### config.mk
export PLATFORM = sky130hd
export DESIGN_NAME = std_dffber_wrseq
export DESIGN_NICKNAME = d
export VERILOG_FILES = /design/src/rtl/std_dffber_wrseq.sv
export SDC_FILE = /design/constraint.sdc
export NUM_CORES = 1
export LEC_CHECK = 0
export CORE_UTILIZATION = 30
export CTS_CLUSTER_SIZE = 20
export DETAILED_ROUTE_END_ITERATION = 10
export SYNTH_ARGS = -nofsm -noshare
export SYNTH_HDL_FRONTEND = slang
export SYNTH_SLANG_ARGS = --single-unit
### constraint.sdc
create_clock -name clk -period 1.63 [get_ports clk]
set_clock_uncertainty 0.15 [all_clocks]
set_input_delay 0.326 -clock clk [delete_from_list [all_inputs] [get_ports clk]]
set_output_delay 0.326 -clock clk [all_outputs]
set_load 0.005 [all_outputs]
### src/rtl/std_dffber_wrseq.sv
`default_nettype none
// +--------------------------------------------------------------------------+
// | Module      : std_dffber_wrseq                                           |
// | Description : Read-modify-write sequencer for a bit-enable DFF bank.     |
// |               Queues WRITE/SET/CLEAR requests, converts the head entry   |
// |               into a one-cycle per-bit enable/data pulse for the bank,   |
// |               and returns the pre-write bank value on a response channel.|
// | Revision    : 1.0 - initial release                                      |
// +--------------------------------------------------------------------------+
// | Parameters                                                               |
// |   WIDTH         register width (must match the downstream bank)          |
// |   WRITABLE_MASK per-bit write permission; 0 bits never get wr_en         |
// |   FIFO_DEPTH    request queue depth, 1 or 2                              |
// | Optional feature macro                                                   |
// |   STD_DFFBER_WRSEQ_ERRCHK_EN  enables request checking and rsp_err;      |
// |   when undefined rsp_err is tied to 0 and writes are masked only.        |
// | Ports                                                                    |
// |   clk, resetn           clock, async active-low reset                    |
// |   req_valid/req_ready   request handshake                                |
// |   req_op[1:0]           00 WRITE, 01 SET, 10 CLEAR, 11 reserved          |
// |   req_src[WIDTH]        write data (WRITE) or bit mask (SET/CLEAR)       |
// |   q_in[WIDTH]           bank q read-back                                 |
// |   wr_en/wr_d[WIDTH]     registered per-bit enable and data to the bank   |
// |   rsp_valid/rsp_ready   response handshake                               |
// |   rsp_old[WIDTH]        q_in sampled when the request was issued         |
// |   rsp_err               request error flag                               |
// +--------------------------------------------------------------------------+

module std_dffber_wrseq #(
  parameter int                 WIDTH         = 1,
  parameter logic [WIDTH-1:0]   WRITABLE_MASK = {WIDTH{1'b1}},
  parameter int                 FIFO_DEPTH    = 2
) (
  input  logic             clk,
  input  logic             resetn,
  input  logic             req_valid,
  output logic             req_ready,
  input  logic [1:0]       req_op,
  input  logic [WIDTH-1:0] req_src,
  input  logic [WIDTH-1:0] q_in,
  output logic [WIDTH-1:0] wr_en,
  output logic [WIDTH-1:0] wr_d,
  output logic             rsp_valid,
  input  logic             rsp_ready,
  output logic [WIDTH-1:0] rsp_old,
  output logic             rsp_err
);

  localparam logic [1:0] OP_WRITE = 2'b00;
  localparam logic [1:0] OP_SET   = 2'b01;
  localparam logic [1:0] OP_CLEAR = 2'b10;

  localparam logic       PTR_LAST = 1'(FIFO_DEPTH - 1);
  localparam logic [1:0] CNT_FULL = 2'(FIFO_DEPTH);

  typedef enum logic [1:0] {
    IDLE  = 2'd0,
    ISSUE = 2'd1,
    RESP  = 2'd2
  } state_t;

  // ---------------------------------------------------------------------
  // Request queue: entries are {op, src}
  // ---------------------------------------------------------------------
  logic [WIDTH+1:0] mem_q [FIFO_DEPTH];
  logic             wr_ptr_q;
  logic             rd_ptr_q;
  logic [1:0]       count_q;
  logic             full;
  logic             empty;
  logic             push;
  logic             pop;

  state_t           state_q;
  state_t           state_d;

  assign full  = (count_q == CNT_FULL);
  assign empty = (count_q == 2'd0);

  // Ready is masked by reset so the channel looks closed while held in reset.
  assign req_ready = resetn & ~full;
  assign push      = req_valid & req_ready;
  assign pop       = (state_q == IDLE) & ~empty;

  // Storage needs no reset: the count qualifies every entry.
  always_ff @(posedge clk) begin
    if (push) begin
      mem_q[wr_ptr_q] <= {req_op, req_src};
    end
  end

  always_ff @(posedge clk or negedge resetn) begin
    if (!resetn) begin
      wr_ptr_q <= 1'b0;
      rd_ptr_q <= 1'b0;
      count_q  <= 2'd0;
    end else begin
      if (push) begin
        wr_ptr_q <= (wr_ptr_q == PTR_LAST) ? 1'b0 : wr_ptr_q + 1'b1;
      end
      if (pop) begin
        rd_ptr_q <= (rd_ptr_q == PTR_LAST) ? 1'b0 : rd_ptr_q + 1'b1;
      end
      count_q <= count_q + 2'(push) - 2'(pop);
    end
  end

  logic [WIDTH+1:0] head;
  logic [1:0]       head_op;
  logic [WIDTH-1:0] head_src;

  assign head     = mem_q[rd_ptr_q];
  assign head_op  = head[WIDTH+1:WIDTH];
  assign head_src = head[WIDTH-1:0];

  // ---------------------------------------------------------------------
  // Enable / data generation from the head entry
  // ---------------------------------------------------------------------
  logic [WIDTH-1:0] gen_en;
  logic [WIDTH-1:0] gen_d;
  logic [WIDTH-1:0] gen_en_final;

  always_comb begin
    gen_en = '0;
    gen_d  = '0;
    case (head_op)
      OP_WRITE: begin
        gen_en = WRITABLE_MASK;
        gen_d  = head_src;
      end
      OP_SET: begin
        gen_en = head_src & WRITABLE_MASK;
        gen_d  = '1;
      end
      OP_CLEAR: begin
        gen_en = head_src & WRITABLE_MASK;
        gen_d  = '0;
      end
      default: begin
        gen_en = '0;
        gen_d  = '0;
      end
    endcase
  end

`ifdef STD_DFFBER_WRSEQ_ERRCHK_EN
  logic gen_err;
  logic err_q;

  // A WRITE may only change writable bits; SET/CLEAR may only target them.
  always_comb begin
    gen_err = 1'b0;
    case (head_op)
      OP_WRITE: gen_err = |((head_src ^ q_in) & ~WRITABLE_MASK);
      OP_SET,
      OP_CLEAR: gen_err = |(head_src & ~WRITABLE_MASK);
      default:  gen_err = 1'b1;
    endcase
  end

  assign gen_en_final = gen_err ? '0 : gen_en;

  always_ff @(posedge clk or negedge resetn) begin
    if (!resetn) begin
      err_q <= 1'b0;
    end else if (pop) begin
      err_q <= gen_err;
    end
  end

  assign rsp_err = err_q;
`else
  assign gen_en_final = gen_en;
  assign rsp_err      = 1'b0;
`endif

  // ---------------------------------------------------------------------
  // Sequencer FSM
  // ---------------------------------------------------------------------
  logic [WIDTH-1:0] wr_en_q;
  logic [WIDTH-1:0] wr_en_d;
  logic [WIDTH-1:0] wr_d_q;
  logic [WIDTH-1:0] wr_d_d;
  logic [WIDTH-1:0] rsp_old_q;
  logic [WIDTH-1:0] rsp_old_d;

  always_ff @(posedge clk or negedge resetn) begin
    if (!resetn) begin
      state_q   <= IDLE;
      wr_en_q   <= '0;
      wr_d_q    <= '0;
      rsp_old_q <= '0;
    end else begin
      state_q   <= state_d;
      wr_en_q   <= wr_en_d;
      wr_d_q    <= wr_d_d;
      rsp_old_q <= rsp_old_d;
    end
  end

  // wr_en defaults to 0 so the enable is a single-cycle pulse out of IDLE.
  always_comb begin
    state_d   = state_q;
    wr_en_d   = '0;
    wr_d_d    = wr_d_q;
    rsp_old_d = rsp_old_q;
    case (state_q)
      IDLE: begin
        if (!empty) begin
          wr_en_d   = gen_en_final;
          wr_d_d    = gen_d;
          rsp_old_d = q_in;
          state_d   = ISSUE;
        end
      end
      ISSUE: begin
        state_d = RESP;
      end
      RESP: begin
        if (rsp_ready) begin
          state_d = IDLE;
        end
      end
      default: begin
        state_d = IDLE;
      end
    endcase
  end

  assign wr_en     = wr_en_q;
  assign wr_d      = wr_d_q;
  assign rsp_old   = rsp_old_q;
  assign rsp_valid = (state_q == RESP);

endmodule

`default_nettype wire

==> results.cfg <==
[critical_path]
required_ns = 1.69
r2r_start = count_q[0]
slowest_stage = dfrtp_1
endpoint_kind = flip-flop
slowest_delay_ns = 0.41
path_class = flip-flop to flip-flop
worstRegToRegCells = 7
cp_cell_sequence = buf_6 > o211ai_1 > ha_1 > inv_1 > ha_2 > xnor2_2 > xnor2_1
critPathMaxFanout = 2
arrival_ns = 1.80
startpoint_type = flip-flop
rr_endpoint = count_q[1]
rrSetupSlack_ns = -0.11

[global_route]
grt_max_degree = 10
grt_pass1_vias = 422
grt_util_all_layers = 0.106
antenna_found_initial = 0
grt_pass1_wl_um = 1840
grt_overflow = 0

[place]
dpl_cell_area_um2 = 888
gp_congestion = 0.660
dp_slack_ns = -0.513
io_buffers = 12
post-dp-hpwl_um = 789

[synth]
synth_warnings = 0
synth_fp_nets = 62
yosysSeqAreaShare = 0.588
synth_ff_type = dfrtp_1
synth.distinct_cells = 21
syn_area_um2 = 689
synthArstFlopShare = 0.600
postSynthCellCount = 49
synth_edf_count = 6
syn-mean-instance-area_um2 = 14.1
ys_ff_latch = 15

[power_and_ir_drop]
power.leakage_nw = 0.457
worst_ir_drop_vdd_mv = 0.876
p_per_area_mw_per_mm2 = 1730

[timing]
hold_viol_final = 0
worst_slack_ns = -0.113
final.min_clock_period_ns = 1.74
hold_slack_ns = 0.0186
period_share = 1.07
maxSlewViolCount = 0
finalSetupViolCount = 1
grt_setup_unrepaired = yes
max_freq_ghz = 0.574

[routing]
dr_wl_met3_um = 71
dr_wl_met2_um = 477
dr_total_vias = 443
dr.pass1.iters = 2
drc = 0
via_per_inst = 4.30
wl_met1_um = 570
first_iter_violations = 5
routedWlPerCell_um = 11.1
drtAntennaViolNets = 0
top_layer = met4
wirelength_um = 1150

[hold_path]
hold_path_class = input pin to async pin

[finish]
drive_gt1_frac = 0.355
nets = 90
n_antenna_cell = 0
postLayoutCellArea_um2 = 976
ff_latch_area_um2 = 407
multiInputGateArea_um2 = 268
num-fill-cells = 198
syn_to_final_growth_pct = 41.6

[clock_tree]
cts_tree = built
clock_tree.buffer_depth = 2
cts.sinks = 15
clock-root-buffer = clkbuf_4
clk_pin_slew_ns = 0.09
htreeDepth = 1
insertion_delay_ns = 0.29
numCtsBuffers = 3

[run_status]
violations = negative setup slack
outcome = finished, violations left

[floorplan]
die-area_mm2 = 0.00249
core-area_mm2 = 0.00206
initial_utilization = 0.334
chipWidth_um = 49.9
fp-row-count = 16
die_h_um = 49.9
pin_count = 14

[run]
cap_violations = 0
[area by class of cell]
class,count,area share
Clock buffer,3,0.0231
Timing Repair Buffer,24,0.223
Tap cell,27,0.0346
Multi-Input combinational cell,27,0.274
Clock inverter,1,0.00513
Sequential cell,15,0.417
Inverter,6,0.0231
[worst max-delay path by stage]
stage / from / end / slack (ns) / cells past startpoint
finish: count_q[0] / count_q[1] / -0.11 / 7
global route: count_q[0] / count_q[1] / -0.19 / 7
CTS: count_q[0] / count_q[1] / -0.10 / 7
detailed placement: resetn / req_ready / -0.51 / 3
global placement: resetn / req_ready / -0.50 / 3
floorplan: count_q[0] / count_q[1] / -0.07 / 7
[per-stage QoR]
stage / cells / total power, mW / setup TNS, ns / util
detailed placement: 94 / 1.37 / -2.77 / 0.431
finish: 103 / 1.69 / -0.113 / 0.473
floorplan: 49 / 1.07 / -0.0675 / -
CTS: 101 / 1.62 / -0.104 / 0.457
global route: 103 / 1.81 / -0.189 / 0.473
global placement: 94 / 1.35 / -2.62 / 0.431
[worst max-delay path: cells and delay by family, from the launching register on]
| kind | cells | cell delay, ns |
|---|---|---|
| xor+xnor | 2 | 0.26 |
| fa+ha+maj | 2 | 0.45 |
| buf+inv | 2 | 0.18 |
| flops | 1 | 0.41 |
| compound gates | 1 | 0.22 |
[cells by family after synthesis]
kind of cell / share of synthesized area
compound gates: 0.0762
buf+inv: 0.0436
fa+ha+maj: 0.0907
flops: 0.588
other cells: 0.00544
xor+xnor: 0.0508
mux: 0.0980
simple gates: 0.0472
[placed cells by master, fill, tap and decap left out]
cell	n
a211oi_1	1
a211oi_4	1
a21boi_2	1
a21oi_1	2
and3_1	1
buf_4	9
buf_6	2
clkbuf_2	1
clkbuf_4	3
clkdlybuf4s50_1	7
clkinv_2	1
conb_1	1
dfrtp_1	8
dfrtp_2	1
dlygate4sd2_1	2
dlygate4sd3_1	1
dlymetal6s2s_1	2
edfxtp_1	6
ha_1	4
ha_2	1
inv_1	4
inv_2	2
mux2_2	2
mux2_4	1
mux2i_1	3
nor2_1	2
nor2b_1	1
nor3b_2	1
o211ai_1	1
xnor2_1	2
xnor2_2	1
xor2_1	1
[routing by layer]
metal	up-vias	global-route usage
met2	15	0.137
met4	0	0.0714
met3	4	0.0494
met1	205	0.136
met5	-	0
li1	219	-
[what timing repair did]
action / CTS / global route
resized for setup: 6 / 8
pin swaps: 0 / 5
setup endpoints to repair: 3 / 4
buffers inserted: 2 / 2
hold endpoints to repair: 1 / 0
hold buffers: 1 / 0
[state kept, by name (all words and copies together), names as in the netlist]
name	flops
wr_ptr_q	1
count_q	2
wr_en	1
wr_d	1
rsp_old	1
rd_ptr_q	1
mem_q	6
state_q	2
[power breakdown]
group	total (mW)	switching, mW	internal (mW)
combinational	0.850	0.338	0.512
sequential	0.622	0.0876	0.535
clock	0.214	0.123	0.0913
total	1.69	0.549	1.14
[synthesized netlist by cell type (2+ instances only)]
library cell	n	area, µm²
inv_2	2	7.51
xnor2_1	3	26.3
dfrtp_1	9	225
nor2_1	2	7.51
edfxtp_1	6	180
mux2_2	2	22.5
inv_1	4	15.0
mux2i_1	3	30.0
a21oi_1	2	10.0
ha_1	5	62.6
Power figures use the tool's default switching activity.
